File: config.mk
export PLATFORM = sky130hd
export DESIGN_NAME = bp_update_ctrl
export DESIGN_NICKNAME = d
export VERILOG_FILES = /design/src/rtl/bp_update_ctrl.sv
export SDC_FILE = /design/constraint.sdc
export NUM_CORES = 1
export LEC_CHECK = 0
export ABC_AREA = 1
export BUFFER_PORTS_ARGS = -buffer_cell sky130_fd_sc_hd__buf_2
export CORE_MARGIN = 2
export CORE_UTILIZATION = 35
export CTS_CLUSTER_DIAMETER = 40
export DETAILED_ROUTE_END_ITERATION = 10
export HOLD_SLACK_MARGIN = 0.05
export MAX_ROUTING_LAYER = met4
export PLACE_DENSITY = 0.63
export SKIP_CTS_REPAIR_TIMING = 1
export SLEW_MARGIN = 20
export SYNTH_ARGS = -nofsm -noshare
export SYNTH_HDL_FRONTEND = slang
export SYNTH_SLANG_ARGS = --single-unit
File: constraint.sdc
create_clock -name clk -period 6.16 [get_ports clk]
set_input_delay 1.232 -clock clk [delete_from_list [all_inputs] [get_ports clk]]
set_output_delay 1.232 -clock clk [all_outputs]
set_load 0.01 [all_outputs]
File: src/rtl/bp_update_ctrl.sv
// bp_update_ctrl: sequences all writes into the branch predictor BTB.
// Resolved EX outcomes are checked for mispredicts (registered redirect),
// buffered in a small FIFO and drained one per handshake to the BTB
// update port. A flush request runs a full-table invalidate walk.
// Optional: define BP_UPD_PERF_EN to add saturating branch/mispredict counters.
module bp_update_ctrl #(
    parameter int DATA_WIDTH = 32,
    parameter int BTB_ROWS   = 16,
    parameter int QDEPTH     = 4
) (
    input  logic                        clk,
    input  logic                        rst,
    input  logic                        ex_valid,
    output logic                        ex_ready,
    input  logic [DATA_WIDTH-1:0]       ex_pc,
    input  logic [DATA_WIDTH-1:0]       ex_target,
    input  logic                        ex_taken,
    input  logic                        ex_is_jal,
    input  logic                        ex_pred_taken,
    input  logic [DATA_WIDTH-1:0]       ex_pred_target,
    input  logic                        flush_req,
    output logic                        upd_valid,
    input  logic                        upd_ready,
    output logic [$clog2(BTB_ROWS)-1:0] upd_index,
    output logic [DATA_WIDTH-1:0]       upd_pc,
    output logic [DATA_WIDTH-1:0]       upd_target,
    output logic                        upd_taken,
    output logic                        upd_type,
    output logic                        upd_inval,
    output logic                        mispredict,
    output logic [DATA_WIDTH-1:0]       redirect_pc,
`ifdef BP_UPD_PERF_EN
    output logic [31:0]                 perf_branches,
    output logic [31:0]                 perf_mispredicts,
`endif
    output logic                        busy
);
    localparam int IW = $clog2(BTB_ROWS);
    localparam int PW = $clog2(QDEPTH);
    localparam logic [PW:0]   QFULL    = (PW+1)'(QDEPTH);
    localparam logic [IW-1:0] ROW_LAST = IW'(BTB_ROWS - 1);

    typedef struct packed {
        logic [DATA_WIDTH-1:0] pc;
        logic [DATA_WIDTH-1:0] target;
        logic                  taken;
        logic                  is_jal;
    } outcome_t;

    typedef enum logic [1:0] {IDLE, RUN, FLUSH} state_t;

    state_t        state;
    outcome_t      fifo [QDEPTH];
    outcome_t      head;
    logic [PW-1:0] rd_ptr, wr_ptr;
    logic [PW:0]   count, cnt_nxt;
    logic [IW-1:0] walk_idx;
    logic          accept, pop, err;

    // flush always wins over a same-cycle outcome; EX must hold it
    assign ex_ready = (count != QFULL) && (state != FLUSH) && !flush_req;
    assign accept   = ex_valid && ex_ready;
    assign pop      = (state == RUN) && upd_ready;
    assign err      = (ex_pred_taken != ex_taken) ||
                      (ex_taken && (ex_pred_target != ex_target));
    assign head     = fifo[rd_ptr];

    // occupancy after this cycle's enqueue/dequeue
    always_comb begin
        cnt_nxt = count;
        if (accept) cnt_nxt = cnt_nxt + (PW+1)'(1);
        if (pop)    cnt_nxt = cnt_nxt - (PW+1)'(1);
    end

    // update port is driven straight from the state register and FIFO head
    assign upd_valid  = (state != IDLE);
    assign busy       = (state != IDLE);
    assign upd_inval  = (state == FLUSH);
    assign upd_index  = (state == FLUSH) ? walk_idx : head.pc[IW+1:2];
    assign upd_pc     = head.pc;
    assign upd_target = head.target;
    assign upd_taken  = head.taken;
    assign upd_type   = head.is_jal;

    // control FSM and invalidate-walk index
    always_ff @(posedge clk or negedge rst) begin
        if (!rst) begin
            state    <= IDLE;
            walk_idx <= '0;
        end else begin
            case (state)
                IDLE: begin
                    if (flush_req)   state <= FLUSH;
                    else if (accept) state <= RUN;
                end
                RUN: begin
                    if (flush_req)           state <= FLUSH;
                    else if (cnt_nxt == '0)  state <= IDLE;
                end
                FLUSH: begin
                    if (upd_ready) begin
                        if (walk_idx == ROW_LAST) begin
                            walk_idx <= '0;
                            state    <= IDLE;
                        end else begin
                            walk_idx <= walk_idx + IW'(1);
                        end
                    end
                end
                default: state <= IDLE;
            endcase
        end
    end

    // FIFO pointers/occupancy; a flush from RUN discards the queue and any pop
    always_ff @(posedge clk or negedge rst) begin
        if (!rst) begin
            rd_ptr <= '0;
            wr_ptr <= '0;
            count  <= '0;
        end else if (state == RUN && flush_req) begin
            rd_ptr <= '0;
            wr_ptr <= '0;
            count  <= '0;
        end else begin
            if (accept) wr_ptr <= wr_ptr + PW'(1);
            if (pop)    rd_ptr <= rd_ptr + PW'(1);
            count <= cnt_nxt;
        end
    end

    // FIFO storage; contents are meaningful only below count, so no reset
    always_ff @(posedge clk) begin
        if (accept) fifo[wr_ptr] <= '{pc: ex_pc, target: ex_target,
                                      taken: ex_taken, is_jal: ex_is_jal};
    end

    // one-cycle redirect pulse, independent of FIFO state
    always_ff @(posedge clk or negedge rst) begin
        if (!rst) begin
            mispredict  <= 1'b0;
            redirect_pc <= '0;
        end else begin
            mispredict <= accept && err;
            if (accept) redirect_pc <= ex_taken ? ex_target : ex_pc + DATA_WIDTH'(4);
        end
    end

`ifdef BP_UPD_PERF_EN
    // saturating event counters; only reset clears them, never a flush
    always_ff @(posedge clk or negedge rst) begin
        if (!rst) begin
            perf_branches    <= '0;
            perf_mispredicts <= '0;
        end else begin
            if (accept && perf_branches != 32'hFFFF_FFFF)
                perf_branches <= perf_branches + 32'd1;
            if (accept && err && perf_mispredicts != 32'hFFFF_FFFF)
                perf_mispredicts <= perf_mispredicts + 32'd1;
        end
    end
`endif

endmodule

==> flow_summary.json, run 1 <==
{
  "stdcell_count": 1985,
  "min_to": "redirect_pc[25]",
  "relSlewSlack_pct": 30.2,
  "grt_max_degree": 71,
  "syn_inst": 1222,
  "final_util_pct": 43.0,
  "postPlaceCellArea_sq_um": 15100,
  "crit_start": "rd_ptr[0]",
  "hpwl_microns": 25700,
  "max-cap-violations": 0,
  "seq_area_frac_synth_pct": 67.1,
  "p_per_area_nw_per_um2": 442,
  "setup_viol": 0,
  "core_region_area_sq_um": 38400,
  "drc_errors": 0,
  "rsz0062_at_grt": "no",
  "cts_made_buffers": 43,
  "crit_fanout": 70,
  "io_buffers": 210,
  "drt-initial-drc-count": 675,
  "dieWidth_microns": 201,
  "critPathArrivalTime_ns": 2.70,
  "timing.rr.start": "count[0]",
  "post-route-period-util_pct": 63.8,
  "antenna_found_initial": 3,
  "wire_per_inst_microns": 19.8,
  "cp_common_cell": "o21ai_0",
  "synth_largest_area_cell": "edfxtp_1",
  "synth.avg_cell_area_sq_um": 11.1,
  "min-delay-start": "redirect_pc[25]",
  "ir_worst_vdd_v": 0.000243,
  "wl_met1_microns": 17100,
  "dp_slack_ns": 2.80,
  "cts_root_buf": "clkbuf_16",
  "drtAntennaViolNets": 0,
  "drive_gt1_share_pct": 24.0,
  "whs_path_depth": 2,
  "ys_ff_latch": 310,
  "dieHeight_microns": 201,
  "synth_fp_nets": 1335,
  "grt_pass1_vias": 9832,
  "fin_area_sq_um": 16500,
  "num_vias": 10083,
  "setup_tns_ns": 0,
  "crit_required_ns": 4.93,
  "synth.distinct_cells": 41,
  "fin_total_pwr_mw": 7.30,
  "path_clk_slew_ns": 0.06,
  "p_leak_nw": 6.33,
  "worstMarginPinSlew_ns": 1.05,
  "synth_area_leaders": "edfxtp_1, dfrtp_1, o21ai_0, nor2_1, nand2_1",
  "routabilityCongestion": 0.920,
  "gr-total-overflow": 0,
  "highest_layer": "met4",
  "wl_met3_microns": 2290,
  "clockBufferDepth": 3,
  "path_buf_inv": 3,
  "initial_utilization_pct": 35.3,
  "post-route-min-period_ns": 3.93,
  "layout.nets": 1546,
  "dr.pass1.iters": 5,
  "routed_wl_microns": 39200,
  "rr_endpoint": "fifo[2][23]",
  "dr_wl_met2_microns": 18600,
  "io_pins": 211,
  "fmax_mhz": 254,
  "insertion_delay_ns": 0.54,
  "crit_path_max_incr_delay_ns": 0.67,
  "fin_worst_hold_slack_ns": 0.483,
  "critical_path_class": "reg -> out",
  "min_path_type": "reg -> reg",
  "hold_viol_final": 0,
  "cts.sinks": 310,
  "die_area_sq_um": 40300,
  "crit_family": "buffers and inverters",
  "num_rows": 72,
  "finalMaxSlewViolations": 0,
  "ys_warn_count": 0,
  "setup_slack_ns": 2.23,
  "syn_to_final_growth_pct": 22.0,
  "vias_per_cell": 5.08,
  "grt_pass1_wl_microns": 59500,
  "cts_tree": "built",
  "rrSetupSlack_ns": 3.51,
  "htreeDepth": 2,
  "worstPathCellList": "clkinv_2 -> buf_4 -> o21ai_0 -> o22ai_1 -> nand2_1 -> o21ai_0 -> buf_2",
  "synth_top_area_share_pct": 58.6,
  "synth_area_sq_um": 13500,
  "outcome": "complete, no violations",
  "crit_slowest_cell": "dfrtp_4",
  "dp.cells": 1906,
  "grt_usage_pct": 19.9,
  "cp-start-kind": "flip-flop",
  "ff2ff_path_depth": 7,
  "endpoint_kind": "output port",
  "final.setup_skew_ns": 0.0107
}
how the worst max path moves through the flow:
stage	to	slack [ns]	depth (start not counted)
after floorplan	fifo[0][0]	1.06	5
after global placement	fifo[2][25]	2.79	6
after detailed placement	fifo[2][26]	2.80	6
after CTS	upd_index[1]	2.25	7
after global routing	upd_index[1]	2.02	7
final	upd_index[0]	2.23	7
state kept, by name (all words and copies together), names as in the netlist:
register and flops:
wr_ptr 2, count 3, state 2, fifo 264
rd_ptr 2, redirect_pc 32, walk_idx 4, mispredict 1
power by group:
part	switching (mW)	internal, mW	total (mW)
logic	1.48	0.754	2.24
clock network	0.927	1.41	2.34
registers	0.187	2.54	2.72
total	2.60	4.70	7.30
kinds of logic (layout without fill, tap and decap cells):
kind of cell / count (synthesis) / count (layout) / share of synthesized area, %
other: 0 / 3 / 0
buffers and inverters: 130 / 372 / 3.94
AND/OR/NAND/NOR: 479 / 479 / 15.6
adder cells (fa/ha/maj): 9 / 9 / 0.832
XOR/XNOR: 15 / 15 / 0.971
AO/OA/AOI/OAI: 279 / 279 / 11.6
flip-flops: 310 / 310 / 67.1
layout by cell type, fill, tap and decap left out, types with 13 or more instances in the layout:
cell	instances
o21ai_0	158
dfrtp_1	44
nor2_1	187
clkbuf_16	45
inv_1	65
nand2_1	177
buf_2	210
edfxtp_1	264
a21oi_1	14
o21ai_1	17
o22ai_1	73
nor2_4	14
nand3_1	47
nor2_2	13
cells in the mapped netlist, drive strengths merged:
master / instances
o21a: 1
nor3b: 2
clkbuf: 33
a21boi: 1
o211ai: 2
xor2: 11
nand3b: 7
o21ai: 178
nand3: 47
o22ai: 73
o32ai: 1
or2: 3
inv: 71
nand4: 8
xnor2: 4
o221ai: 1
dfrtp: 46
a21oi: 14
clkinv: 1
and2: 1
buf: 25
nor2: 214
a2bb2oi: 6
nor3: 10
o31ai: 2
ha: 9
nand2: 187
edfxtp: 264
per-layer routing:
metal,GRT usage [%],vias up
li1,-,4741
met5,-,-
met2,31.6,324
met1,25.9,4930
met3,3.47,88
met4,6.83,0
cell type report:
cell class	instances	area, sq um
multi-input combinational	782	3950
clock inverter	23	191
tap	518	648
sequential	310	9080
clock buffer	53	1180
fill	3689	21900
antenna	3	7.51
timing repair buffer	224	1180
inverter	72	272
worst min-delay path, delay by kind of cell (launching register included):
family,cells,cell delay (ns)
DFF,1,0.34
and+or+nand+nor,2,0.11
No activity file was read; power rests on OpenSTA's default activity.
==> run 2, diff against run 1 <==
PLACE_DENSITY = 0.65   (was 0.63)
clock period = 3.4 ns   (was 6.16 ns; I/O delays follow)
==> run 2 against run 1 <==
Compared with the run above:
- global-route usage decreased by 0.51 points
- sequential power rose by 78%
- largest power group unchanged
- cell count grew 0.15%
- die area is the same
- final area up 0.68%
- combinational power increased by 87%
- highest routed layer unchanged
- clock power rose by 88%
- setup slack got worse by 1.9 ns
- register-to-register slack got worse by 2.5 ns
- sequential cell count stayed put
==> flow_summary.json, run 2 (same netlist as run 1, synthesis figures left out) <==
{
  "dieWidth_microns": 201,
  "path_depth": 5,
  "cts_made_buffers": 41,
  "routed_wl_microns": 38500,
  "io_pins": 211,
  "setup_viol": 0,
  "critPathArrivalTime_ns": 2.41,
  "drc_errors": 0,
  "num_rows": 72,
  "crit_path_max_incr_delay_ns": 0.44,
  "outcome": "complete, no violations",
  "vias_per_cell": 4.98,
  "met1_usage_pct": 23.8,
  "grt_pass1_vias": 9722,
  "p_seq_share_pct": 36.0,
  "grt_util_met2_pct": 31.6,
  "crit_start": "rd_ptr[0]",
  "drive_gt1_share_pct": 24.6,
  "min_path_type": "in -> async",
  "htreeDepth": 2,
  "insertion_delay_ns": 0.55,
  "cell_internal_pwr_mw": 8.61,
  "crit_slowest_cell": "clkinv_2",
  "rr_endpoint": "state[0]",
  "io_buffers": 210,
  "initial_utilization_pct": 35.3,
  "finalMaxSlewViolations": 0,
  "cp-start-kind": "flip-flop",
  "cts_root_buf": "clkbuf_16",
  "path_buf_inv": 3,
  "hpwl_microns": 26000,
  "post-route-period-util_pct": 90.8,
  "top_usage_layer": "met2",
  "worstPathCellList": "clkinv_2 -> buf_4 -> o21ai_0 -> o22ai_1 -> buf_2",
  "grtUsageMet3_pct": 5.05,
  "p_per_area_nw_per_um2": 807,
  "crit_required_ns": 2.72,
  "final_common_cell": "edfxtp_1",
  "syn_to_final_growth_pct": 22.8,
  "layout_common_cells": "edfxtp_1, buf_2, nor2_1",
  "max-cap-violations": 0,
  "clockBufferDepth": 3,
  "dr.pass1.iters": 5,
  "critical_path_class": "reg -> out",
  "ff2ff_path_depth": 14,
  "pwr-share-clk_pct": 32.7,
  "crit_family": "buffers and inverters",
  "n_antenna_cell": 0,
  "fmax_mhz": 324,
  "num_vias": 9891,
  "core_region_area_sq_um": 38400,
  "relSlewSlack_pct": 47.4,
  "final.setup_skew_ns": 0.0238,
  "combPwrFrac_pct": 31.3,
  "cts_tree": "built",
  "grt_usage_pct": 19.4,
  "p_leak_nw": 6.37,
  "postPlaceCellArea_sq_um": 15200,
  "routabilityCongestion": 0.911,
  "crit_fanout": 37,
  "antenna_found_initial": 0,
  "ir_worst_vdd_v": 0.000369,
  "layout.nets": 1551,
  "die_area_sq_um": 40300,
  "nFillCells": 3620,
  "dieHeight_microns": 201,
  "wire_per_inst_microns": 19.4,
  "timing.rr.start": "count[0]",
  "p_sw_share_pct": 35.8,
  "rrSetupSlack_ns": 1.02,
  "setup_tns_ns": 0,
  "p_switching_mw": 4.80,
  "gr-total-overflow": 0,
  "reg.largest.list": "fifo (264), redirect_pc (32), walk_idx (4)",
  "grt_max_degree": 135,
  "largest_reg_flops": 264,
  "largest-register": "fifo",
  "fin_area_sq_um": 16600,
  "path_clk_slew_ns": 0.06,
  "drtAntennaViolNets": 0,
  "endpoint_kind": "output port",
  "cts.sinks": 310,
  "rsz0062_at_grt": "no",
  "worstMarginPinSlew_ns": 0.790,
  "drt-initial-drc-count": 600,
  "grt_pass1_wl_microns": 57900,
  "post-route-min-period_ns": 3.09,
  "hold_viol_final": 0
}
==> run 2: metal layers <==
metal,wire length (microns),up-vias
li1,-,4751
met1,16300,4785
met2,18500,298
met3,2850,57
met4,911,0
met5,0,-
==> run 2: through the flow <==
stage / cells / hold WS (ns) / util (%) / power (mW) / worst slack (ns)
after detailed placement: 1913 / 0.460 / 39.6 / 9.14 / 0.825
after CTS: 1988 / 0.213 / 43.3 / 13.6 / 0.230
final: 1988 / 0.210 / 43.3 / 13.4 / 0.314
after floorplan: 1222 / 0.384 / - / 7.30 / -0.0511
after global placement: 1913 / 0.460 / 39.6 / 9.08 / 0.840
after global routing: 1988 / 0.260 / 43.3 / 14.1 / 0.111
==> run 2: worst reg2reg max path: stages (launching register included) <==
cell     delay, ns
dfrtp_1       0.39
inv_1         0.10
ha_1          0.20
nand2_1       0.11
nand4_4       0.41
nand2_1       0.21
and2_1        0.15
ha_1          0.16
nand4_1       0.10
nand2_1       0.09
nand3_1       0.08
nand2_1       0.09
nand3_1       0.08
nand2_1       0.06
o21ai_1       0.06
==> run 2: final cells by class <==
type / instances / area, sq um / area share (%)
sequential: 310 / 9080 / 54.6
multi-input combinational: 782 / 3950 / 23.8
inverter: 72 / 272 / 1.63
tap: 518 / 648 / 3.90
timing repair buffer: 231 / 1230 / 7.42
clock buffer: 42 / 1030 / 6.19
clock inverter: 33 / 405 / 2.44
==> run 2: worst max path at each step <==
stage	end	slack, ns
after global placement	upd_pc[27]	0.84
after floorplan	fifo[0][0]	-0.05
final	upd_pc[27]	0.31
after CTS	upd_pc[27]	0.23
after global routing	upd_pc[27]	0.11
after detailed placement	upd_pc[27]	0.83
==> run 2: power groups by stage <==
| stage | clock network, mW | logic, mW | registers [mW] |
|---|---|---|---|
| after global placement | 0 | 4.19 | 4.89 |
| after floorplan | 0 | 2.37 | 4.92 |
| final | 4.39 | 4.19 | 4.83 |
| after detailed placement | 0 | 4.24 | 4.90 |
| after CTS | 4.47 | 4.26 | 4.83 |
| after global routing | 4.62 | 4.65 | 4.88 |
==> run 3, diff against run 2 <==
ABC_AREA = 0   (was 1)
==> run 3 against run 2 <==
Compared with the run above:
- fmax is 4.3% higher
- wire length is 15% lower
- worst hold slack better by 0.035 ns
- die area is 5.8% lower
- global-route usage is 1.4 points lower
- synthesized cell count is 41% lower
- total power is 17% lower
- combinational power is 52% lower
- setup slack better by 0.13 ns
- final area is 4.4% lower
- critical endpoint is now upd_target[30]
- largest cell class unchanged
- largest power group unchanged
==> flow_summary.json, run 3 <==
{
  "dieHeight_microns": 195,
  "hold_viol_final": 0,
  "hpwl_microns": 22600,
  "async_flop_share_pct": 14.8,
  "insertion_delay_ns": 0.54,
  "highest_layer": "met4",
  "fin_total_pwr_mw": 11.2,
  "worstMarginPinSlew_ns": 0.815,
  "min_path_type": "in -> async",
  "path_clk_slew_ns": 0.06,
  "synth_area_sq_um": 12700,
  "synth.top_cells.by_count": "edfxtp_1, mux4_2, dfrtp_1, xor2_1, nand2_1",
  "antenna_found_initial": 0,
  "p_leak_nw": 5.74,
  "initial_utilization_pct": 35.7,
  "dp.cells": 1382,
  "drc_errors": 0,
  "fin_worst_hold_slack_ns": 0.244,
  "setup_viol": 0,
  "ys_warn_count": 0,
  "outcome": "complete, no violations",
  "io_buffers": 210,
  "layout.nets": 1078,
  "drtAntennaViolNets": 0,
  "routabilityCongestion": 0.777,
  "core_region_area_sq_um": 35700,
  "drive_gt1_share_pct": 38.9,
  "cp-start-kind": "flip-flop",
  "routed_wl_microns": 32800,
  "synth.distinct_cells": 46,
  "io_pins": 211,
  "drt-initial-drc-count": 482,
  "num_rows": 69,
  "finalMaxSlewViolations": 0,
  "reg.largest.list": "fifo (264), redirect_pc (32), walk_idx (4)",
  "final_common_cell": "edfxtp_1",
  "nFillCells": 3163,
  "gr-total-overflow": 0,
  "post-route-min-period_ns": 2.96,
  "cts_made_buffers": 42,
  "clockBufferDepth": 3,
  "max-cap-violations": 0,
  "synth-edff-count": 264,
  "htreeDepth": 2,
  "ys.flop_type": "edfxtp_1",
  "synth_top_area_share_pct": 62.3,
  "dr_wl_met2_microns": 14900,
  "vias_per_cell": 5.04,
  "synth_largest_area_cell": "edfxtp_1",
  "yosysMostFrequentCell": "edfxtp_1",
  "synth.avg_cell_area_sq_um": 17.5,
  "grt_pass1_wl_microns": 49200,
  "syn_inst": 726,
  "critical_path_class": "reg -> out",
  "endpoint_kind": "output port",
  "grt_pass1_vias": 7697,
  "stdcell_count": 1460,
  "seq_area_frac_synth_pct": 71.3,
  "ys_ff_latch": 310,
  "final.setup_skew_ns": 0.0249,
  "cts.sinks": 310,
  "fmax_mhz": 338,
  "n_antenna_cell": 0,
  "relSlewSlack_pct": 45.7,
  "crit_fanout": 28,
  "crit_required_ns": 2.72,
  "die_area_sq_um": 37900,
  "p_per_area_nw_per_um2": 701,
  "largest_reg_flops": 264,
  "wl_met1_microns": 15000,
  "num_vias": 7355,
  "largest-register": "fifo",
  "wl_met3_microns": 1870,
  "synth_area_leaders": "edfxtp_1, mux4_2, dfrtp_1, xor2_1, xnor2_1",
  "setup_tns_ns": 0,
  "wire_per_inst_microns": 22.4,
  "cts_tree": "built",
  "post-route-period-util_pct": 87.0,
  "layout_common_cells": "edfxtp_1, buf_2, mux4_2",
  "dieWidth_microns": 195,
  "dr.pass1.iters": 5,
  "grt_max_degree": 44,
  "rsz0062_at_grt": "no",
  "grt_usage_pct": 18.0,
  "synth_fp_nets": 839,
  "ir_worst_vdd_v": 0.000471,
  "critPathArrivalTime_ns": 2.28,
  "cts_root_buf": "clkbuf_16",
  "syn_to_final_growth_pct": 24.9
}
## run 3: cell types whose count changed after synthesis, sizes merged, moves of 8 or more
cell and delta:
nor2 -190, o21ai -151, nand2 -143, mux4 +66
inv -64, o22ai -63, xor2 +35, nand3 -21
clkbuf -18, xnor2 +18, a21oi +13, and3 +13
nor4 +8
## run 3: worst paths after layout
kind | startpoint | endpoint | slack (ns) | cells past startpoint
setup / recovery | rd_ptr[0] | upd_target[30] | 0.44 | 3
hold / removal | rst | redirect_pc[9] | 0.24 | 1
setup reg to reg | count[0] | state[0] | 0.64 | 11
hold reg to reg | redirect_pc[14] | redirect_pc[14] | 0.48 | 2
max in group asynchronous | rst | rd_ptr[0] | 2.37 | 2
min in group clk | ex_is_jal | fifo[0][0] | 0.37 | 1
## run 3: final cells by class
| type | instances | area [sq um] | share of cell area (%) |
|---|---|---|---|
| inverters | 9 | 33.8 | 0.212 |
| repair buffers | 230 | 1290 | 8.11 |
| clock buffers | 44 | 1060 | 6.66 |
| well taps | 461 | 577 | 3.63 |
| flip-flops and latches | 310 | 9090 | 57.2 |
| multi-input cells | 372 | 3470 | 21.8 |
| clock inverters | 34 | 382 | 2.40 |
## run 3: cell families (layout without fill, tap and decap cells)
logic type | Yosys count | count (layout) | share of synthesized area [%]
XOR/XNOR | 68 | 68 | 4.68
adder cells (fa/ha/maj) | 9 | 9 | 0.884
buffers and inverters | 44 | 317 | 1.54
multiplexers | 74 | 74 | 12.3
AO/OA/AOI/OAI | 76 | 76 | 3.46
flip-flops | 310 | 310 | 71.3
AND/OR/NAND/NOR | 145 | 145 | 5.81
## run 3: layer usage
metal | vias up | GRT usage (%)
li1 | 3340 | -
met1 | 3708 | 25.0
met2 | 247 | 26.9
met3 | 60 | 3.40
met4 | 0 | 5.68
met5 | - | -
## run 3: critical path, cell delays in order (launching register included)
cell and delay (ns):
dfrtp_4 0.67, buf_12 0.31, mux4_2 0.58, buf_2 0.16
## run 3: power by group
group	total, mW	switching (mW)	internal, mW
Sequential	4.71	0.246	4.46
Clock	4.42	1.77	2.65
Combinational	2.02	1.12	0.897
Total	11.2	3.14	8.01
## run 3: stage by stage
step / util, % / setup slack, ns / instance area [sq um]
after CTS: 44.6 / 0.369 / 15900
after global routing: 44.6 / 0.305 / 15900
after global placement: 40.5 / 0.734 / 14500
final: 44.6 / 0.442 / 15900
after detailed placement: 40.5 / 0.623 / 14500
after floorplan: - / 0.603 / 12700
